<file path="config.mk">
export PLATFORM = sky130hd
export DESIGN_NAME = spi_ram_arbiter
export DESIGN_NICKNAME = d
export VERILOG_FILES = /design/src/rtl/spi_ram_arbiter.sv
export SDC_FILE = /design/constraint.sdc
export NUM_CORES = 1
export LEC_CHECK = 0
export CORE_ASPECT_RATIO = 1.4
export CORE_MARGIN = 3
export CORE_UTILIZATION = 40
export DETAILED_ROUTE_END_ITERATION = 8
export HOLD_SLACK_MARGIN = 0.1
export PLACE_DENSITY = 0.63
export SLEW_MARGIN = 40
export SYNTH_ARGS = -nofsm -noshare
export SYNTH_HDL_FRONTEND = slang
export SYNTH_SLANG_ARGS = --single-unit
</file>
<file path="constraint.sdc">
create_clock -name clk -period 3 [get_ports clk]
set_input_delay 0.6 -clock clk [delete_from_list [all_inputs] [get_ports clk]]
set_output_delay 0.6 -clock clk [all_outputs]
set_load 0.01 [all_outputs]
</file>
<file path="src/rtl/spi_ram_arbiter.sv">
// -----------------------------------------------------------------------------
// spi_ram_arbiter
//
// Shares one single-port RAM between an SPI command stream and a local
// requester. SPI commands are two-bit opcodes plus a WIDTH-bit payload:
//   00 load write address   01 write payload at write address
//   10 load read address    11 read at read address (data returned on tx_*)
// Opcodes 01/11 occupy a one-deep pending slot; a further 01/11 while the
// slot is full is dropped and sets the sticky a_ovf flag.
//
// A three-state FSM (IDLE -> ACCESS -> WAIT) serves one access at a time:
// grant in IDLE at cycle N, ram_en at N+1, read data captured in WAIT,
// completion strobe at N+3. Ties go round-robin (SPI wins the first one).
//
// Configuration macro:
//   SPI_ARB_FIXED_PRIO_EN  defined: SPI always wins a tie, no last-grant flop.
//                          undefined (default): round-robin tie-break.
//
// Ports:
//   clk, rst            clock, asynchronous active-high reset
//   rx_data/rx_valid    SPI command word and its one-cycle strobe
//   tx_data/tx_valid    SPI read-return data and its one-cycle strobe
//   b_req/b_we/b_addr/b_wdata  local level request, held until b_ack
//   b_ack/b_rdata       local completion strobe and read data
//   ram_en/ram_we/ram_addr/ram_wdata/ram_rdata  single-port RAM interface
//   a_ovf               sticky: an SPI RAM command was dropped
//   busy                FSM is in ACCESS or WAIT
// -----------------------------------------------------------------------------
module spi_ram_arbiter #(
  parameter int WIDTH = 8
) (
  input  logic             clk,
  input  logic             rst,
  input  logic [WIDTH+1:0] rx_data,
  input  logic             rx_valid,
  output logic [WIDTH-1:0] tx_data,
  output logic             tx_valid,
  input  logic             b_req,
  input  logic             b_we,
  input  logic [WIDTH-1:0] b_addr,
  input  logic [WIDTH-1:0] b_wdata,
  output logic             b_ack,
  output logic [WIDTH-1:0] b_rdata,
  output logic             ram_en,
  output logic             ram_we,
  output logic [WIDTH-1:0] ram_addr,
  output logic [WIDTH-1:0] ram_wdata,
  input  logic [WIDTH-1:0] ram_rdata,
  output logic             a_ovf,
  output logic             busy
);

  typedef enum logic [1:0] {
    ST_IDLE   = 2'd0,
    ST_ACCESS = 2'd1,
    ST_WAIT   = 2'd2
  } state_t;

  localparam logic [1:0] OP_SET_WADDR = 2'b00;
  localparam logic [1:0] OP_WRITE     = 2'b01;
  localparam logic [1:0] OP_SET_RADDR = 2'b10;

  state_t           r_state;
  logic [WIDTH-1:0] r_wr_addr;
  logic [WIDTH-1:0] r_rd_addr;

  // One-deep SPI pending slot; the address is frozen when the command
  // arrives so later address loads cannot retarget it.
  logic             r_spi_pend;
  logic             r_spi_we;
  logic [WIDTH-1:0] r_spi_addr;
  logic [WIDTH-1:0] r_spi_wdata;

  // Command latched at grant, needed again in WAIT after ram_we drops.
  logic             r_cmd_spi;
  logic             r_cmd_we;

`ifndef SPI_ARB_FIXED_PRIO_EN
  logic             r_last_local;   // 1: local requester was granted last
`endif

  logic [1:0]       w_op;
  logic [WIDTH-1:0] w_payload;
  logic             w_spi_cmd;
  logic             w_loc_pend;
  logic             w_any_pend;
  logic             w_grant_spi;

  assign w_op      = rx_data[WIDTH+1:WIDTH];
  assign w_payload = rx_data[WIDTH-1:0];
  // Opcodes 01 and 11 are the RAM-accessing ones (bit 0 set).
  assign w_spi_cmd = rx_valid & w_op[0];
  // The requester still holds b_req in its ack cycle; that level is stale.
  assign w_loc_pend = b_req & ~b_ack;
  assign w_any_pend = r_spi_pend | w_loc_pend;

`ifdef SPI_ARB_FIXED_PRIO_EN
  assign w_grant_spi = r_spi_pend;
`else
  assign w_grant_spi = r_spi_pend & (~w_loc_pend | r_last_local);
`endif

  assign busy = (r_state != ST_IDLE);

  // NOTE: every register below uses non-blocking assignment so all of them
  // update from the same pre-edge values regardless of statement order.
  always_ff @(posedge clk or posedge rst) begin
    if (rst) begin
      r_state      <= ST_IDLE;
      r_wr_addr    <= '0;
      r_rd_addr    <= '0;
      r_spi_pend   <= 1'b0;
      r_spi_we     <= 1'b0;
      r_spi_addr   <= '0;
      r_spi_wdata  <= '0;
      r_cmd_spi    <= 1'b0;
      r_cmd_we     <= 1'b0;
`ifndef SPI_ARB_FIXED_PRIO_EN
      r_last_local <= 1'b1;
`endif
      tx_data      <= '0;
      tx_valid     <= 1'b0;
      b_ack        <= 1'b0;
      b_rdata      <= '0;
      ram_en       <= 1'b0;
      ram_we       <= 1'b0;
      ram_addr     <= '0;
      ram_wdata    <= '0;
      a_ovf        <= 1'b0;
    end else begin
      tx_valid <= 1'b0;
      b_ack    <= 1'b0;

      // SPI command decode runs every cycle, independent of the FSM, so a
      // strobe during an access only touches the address/pending registers.
      if (rx_valid) begin
        case (w_op)
          OP_SET_WADDR: r_wr_addr <= w_payload;
          OP_SET_RADDR: r_rd_addr <= w_payload;
          default:      ;
        endcase
      end
      if (w_spi_cmd) begin
        if (r_spi_pend) begin
          a_ovf <= 1'b1;
        end else begin
          r_spi_pend  <= 1'b1;
          r_spi_we    <= (w_op == OP_WRITE);
          r_spi_addr  <= (w_op == OP_WRITE) ? r_wr_addr : r_rd_addr;
          r_spi_wdata <= w_payload;
        end
      end

      case (r_state)
        ST_IDLE: begin
          if (w_any_pend) begin
            r_state   <= ST_ACCESS;
            ram_en    <= 1'b1;
            r_cmd_spi <= w_grant_spi;
`ifndef SPI_ARB_FIXED_PRIO_EN
            r_last_local <= ~w_grant_spi;
`endif
            if (w_grant_spi) begin
              // Grant needs r_spi_pend=1 and acceptance needs it at 0, so
              // this clear never collides with a new command being taken.
              r_spi_pend <= 1'b0;
              r_cmd_we   <= r_spi_we;
              ram_we     <= r_spi_we;
              ram_addr   <= r_spi_addr;
              ram_wdata  <= r_spi_wdata;
            end else begin
              r_cmd_we   <= b_we;
              ram_we     <= b_we;
              ram_addr   <= b_addr;
              ram_wdata  <= b_wdata;
            end
          end
        end

        ST_ACCESS: begin
          ram_en  <= 1'b0;
          ram_we  <= 1'b0;
          r_state <= ST_WAIT;
        end

        ST_WAIT: begin
          r_state <= ST_IDLE;
          if (r_cmd_spi) begin
            // SPI writes complete silently.
            if (!r_cmd_we) begin
              tx_data  <= ram_rdata;
              tx_valid <= 1'b1;
            end
          end else begin
            b_ack <= 1'b1;
            if (!r_cmd_we) begin
              b_rdata <= ram_rdata;
            end
          end
        end

        default: r_state <= ST_IDLE;
      endcase
    end
  end

endmodule

</file>
==> results by group <==
Pwr
  – Peak VDD IR: 0.5908 mV
  – Power Total: a little under 5 mW
  – Pwr per Cell Area: roughly 1100 nW/um2
  – Static leakage: between 1.5 and 2 nW

Cells and area
  – Antenna Cells: 0
  – Final #Nets: 370
  – Most common cell after layout, fill and taps aside: clkdlybuf4s50_1
  – Area growth from synthesis to layout: 32.93%
  – Fin cells: 438
  – Share of layout cells above drive strength 1: 25.00%
  – Most frequent cells in the layout: clkdlybuf4s50_1, dfrtp_1, mux2_2
  – Fin util: 55.24%
  – Final instance area: 4556 um2

Placed design
  – Post-DP Area: 4249 um2
  – Post-DP HPWL: 5295 um
  – GP Congestion: 0.7380
  – Inst Count DP: 422
  – Dpl ws: 519.2 ps
  – Buffers on Ports: 76

Yosys
  – Register bit total from synthesis: between 70 and 80
  – Mapped Area: 3427 um2
  – YS warnings: 0
  – Post-Syn Instances: 256
  – Syn avg cell area: roughly 13 um2
  – Synth Flop Type: dfrtp_1
  – Post-Syn Nets: 295
  – Top-area cell type share of the netlist area: 54.76%
  – Top cells by area, synth: dfrtp_1, mux2_2, a221oi_2, a2bb2oi_1, o21ai_0
  – Register area share after synthesis: a little under three fifths
  – EDFF count, synth: 0
  – Fraction of registers with async set/reset: 100.0%
  – Cell accounting for the most synthesized area: dfrtp_1
  – Distinct cells, synth: 35

GRT
  – Overall routing resource usage: roughly 16%
  – Vias in the first global route: between 2000 and 2500
  – Met3 usage: 3.556%
  – Grt ovf: 0
  – Largest net degree at the start of global routing: 42
  – Top Usage Layer GRT: met2
  – Initial antenna violation count: 0
  – M1 GR Usage: 19.93%
  – Met2 Use GR: 27.24%
  – Global-route wire length before repair: 12320 um

Timing
  – Final hold slack: between 400 and 500 ps
  – Setup tns final: 0 ps
  – Worst Skew: roughly 5 ps
  – Worst slew pin tran: around 800 ps
  – Post-layout min period: around 2300 ps
  – Period utilization: 78.28%
  – RSZ-0062 raised after global routing: no
  – Slew HR: 46.66%
  – # setup viols final: 0
  – Fin. max-slew vios: 0
  – Maximum clock rate: 0.4258 GHz
  – Final WS setup: approximately 650 ps
  – Fin. Hold Viols: 0

Worst setup path
  – Critical R2R Launch: b_ack
  – Critical Path Source: r_state[0]
  – WP data required: 2400 ps
  – Crit path cell chain: or2_1 > buf_4 > clkdlybuf4s50_1
  – Crit-path leading delay family: buffers and inverters
  – Critical path class: flip-flop to output pin
  – WP data arrival: 1750 ps
  – CP peak stage delay: 600 ps
  – Worst setup SP type: flip-flop
  – Crit. End Element: output pin
  – Worst Path Buf+Inv: 2
  – Crit-path max FO: 19
  – Crit-path slowest cell: clkdlybuf4s50_1

Route
  – Via count: ~2300
  – Number of DRC markers in iteration 0: 59
  – DRC viols: 0
  – Routed Antenna Nets: 0
  – Via density: 5.221
  – Final WL: 7403 um
  – DRT Pass-1 Iters: 4
  – Drt wl/cell: 16.90 um

Clock tree
  – Clock buffer depth: 2
  – Num Clock Sinks: 76
  – Worst-Skew Late Latency: between 300 and 400 ps
  – CTS HTree Levels: 3
  – CTS Hold Bufs: 0
  – CTS tree: built
  – Post-CTS Setup Inserts: 0
  – CTS root buffer: clkbuf_16
  – Worst-path clk slew: 60 ps
  – Cts bufs inserted: 9
  – Post_cts resized: 0

Worst hold path
  – Worst hold path class: flip-flop to flip-flop
  – Hold wc startpoint: a_ovf

Die
  – I/O Pins: 77
  – Die X: 84.23 um
  – Initial core utilization: 41.56%
  – Die ar.: slightly below 10000 um2
  – Placeable Area: 8247 um2
  – Row Count: 39
  – Die Height: 115.5 um

Run status
  – Outcome: finished clean

Job
  – Max_cap viols: 0
[sequential cells by signal (all words and copies together), names as in the netlist, 2 cells and up]
signal and cells:
ram_addr 8, r_spi_wdata 8, ram_wdata 8, b_rdata 8, r_wr_addr 8, r_state 2
r_spi_addr 8, tx_data 8, r_rd_addr 8
[synthesized netlist by cell type (2+ instances only)]
master	n
mux2_2	40
mux2i_1	10
a2bb2oi_1	16
a221oi_1	6
a221oi_2	10
buf_12	2
buf_2	6
inv_1	4
buf_6	2
nor3b_2	2
and2_1	16
clkbuf_1	7
nand2_1	12
nor2b_1	2
a21oi_1	2
and4bb_2	2
o21ai_0	25
dfrtp_1	75
[layer usage]
metal | share of wire [%] | wire (um)
met5 | 0 | 0
met4 | 2.4 | 180
met3 | 3.1 | 232
met2 | 51 | 3790
met1 | 43 | 3199
[power breakdown]
part / switching, mW / total, mW / internal [mW]
Sequential: 0.297 / 1.77 / 1.48
Clock: 0.403 / 1.09 / 0.686
Combinational: 0.857 / 1.96 / 1.10
[logic make-up after synthesis]
family,share of synthesized area [%]
simple gates,8.616
flops,55.53
buf+inv,4.491
mux,16.06
compound gates,15.30
[area by class of cell]
cell class | instances | area (um2)
fill | 723 | 3691
tap | 102 | 127.6
inverter | 6 | 37.54
clock buffer | 12 | 256.5
clock inverter | 4 | 47.55
sequential | 76 | 1903
multi-input combinational | 157 | 1373
timing repair buffer | 81 | 810.8
[worst paths after layout]
| path | to | slack (ps) | cells past startpoint |
|---|---|---|---|
| worst max-delay path | busy | 650 | 3 |
| worst min-delay path | a_ovf | 470 | 1 |
| worst max register to register | ram_addr[5] | 1180 | 3 |
| worst min register to register | a_ovf | 470 | 1 |
| max in group asynchronous | r_spi_addr[0] | 1770 | 3 |
| min in group asynchronous | tx_data[6] | 660 | 2 |
No activity file was read; power rests on OpenSTA's default activity.
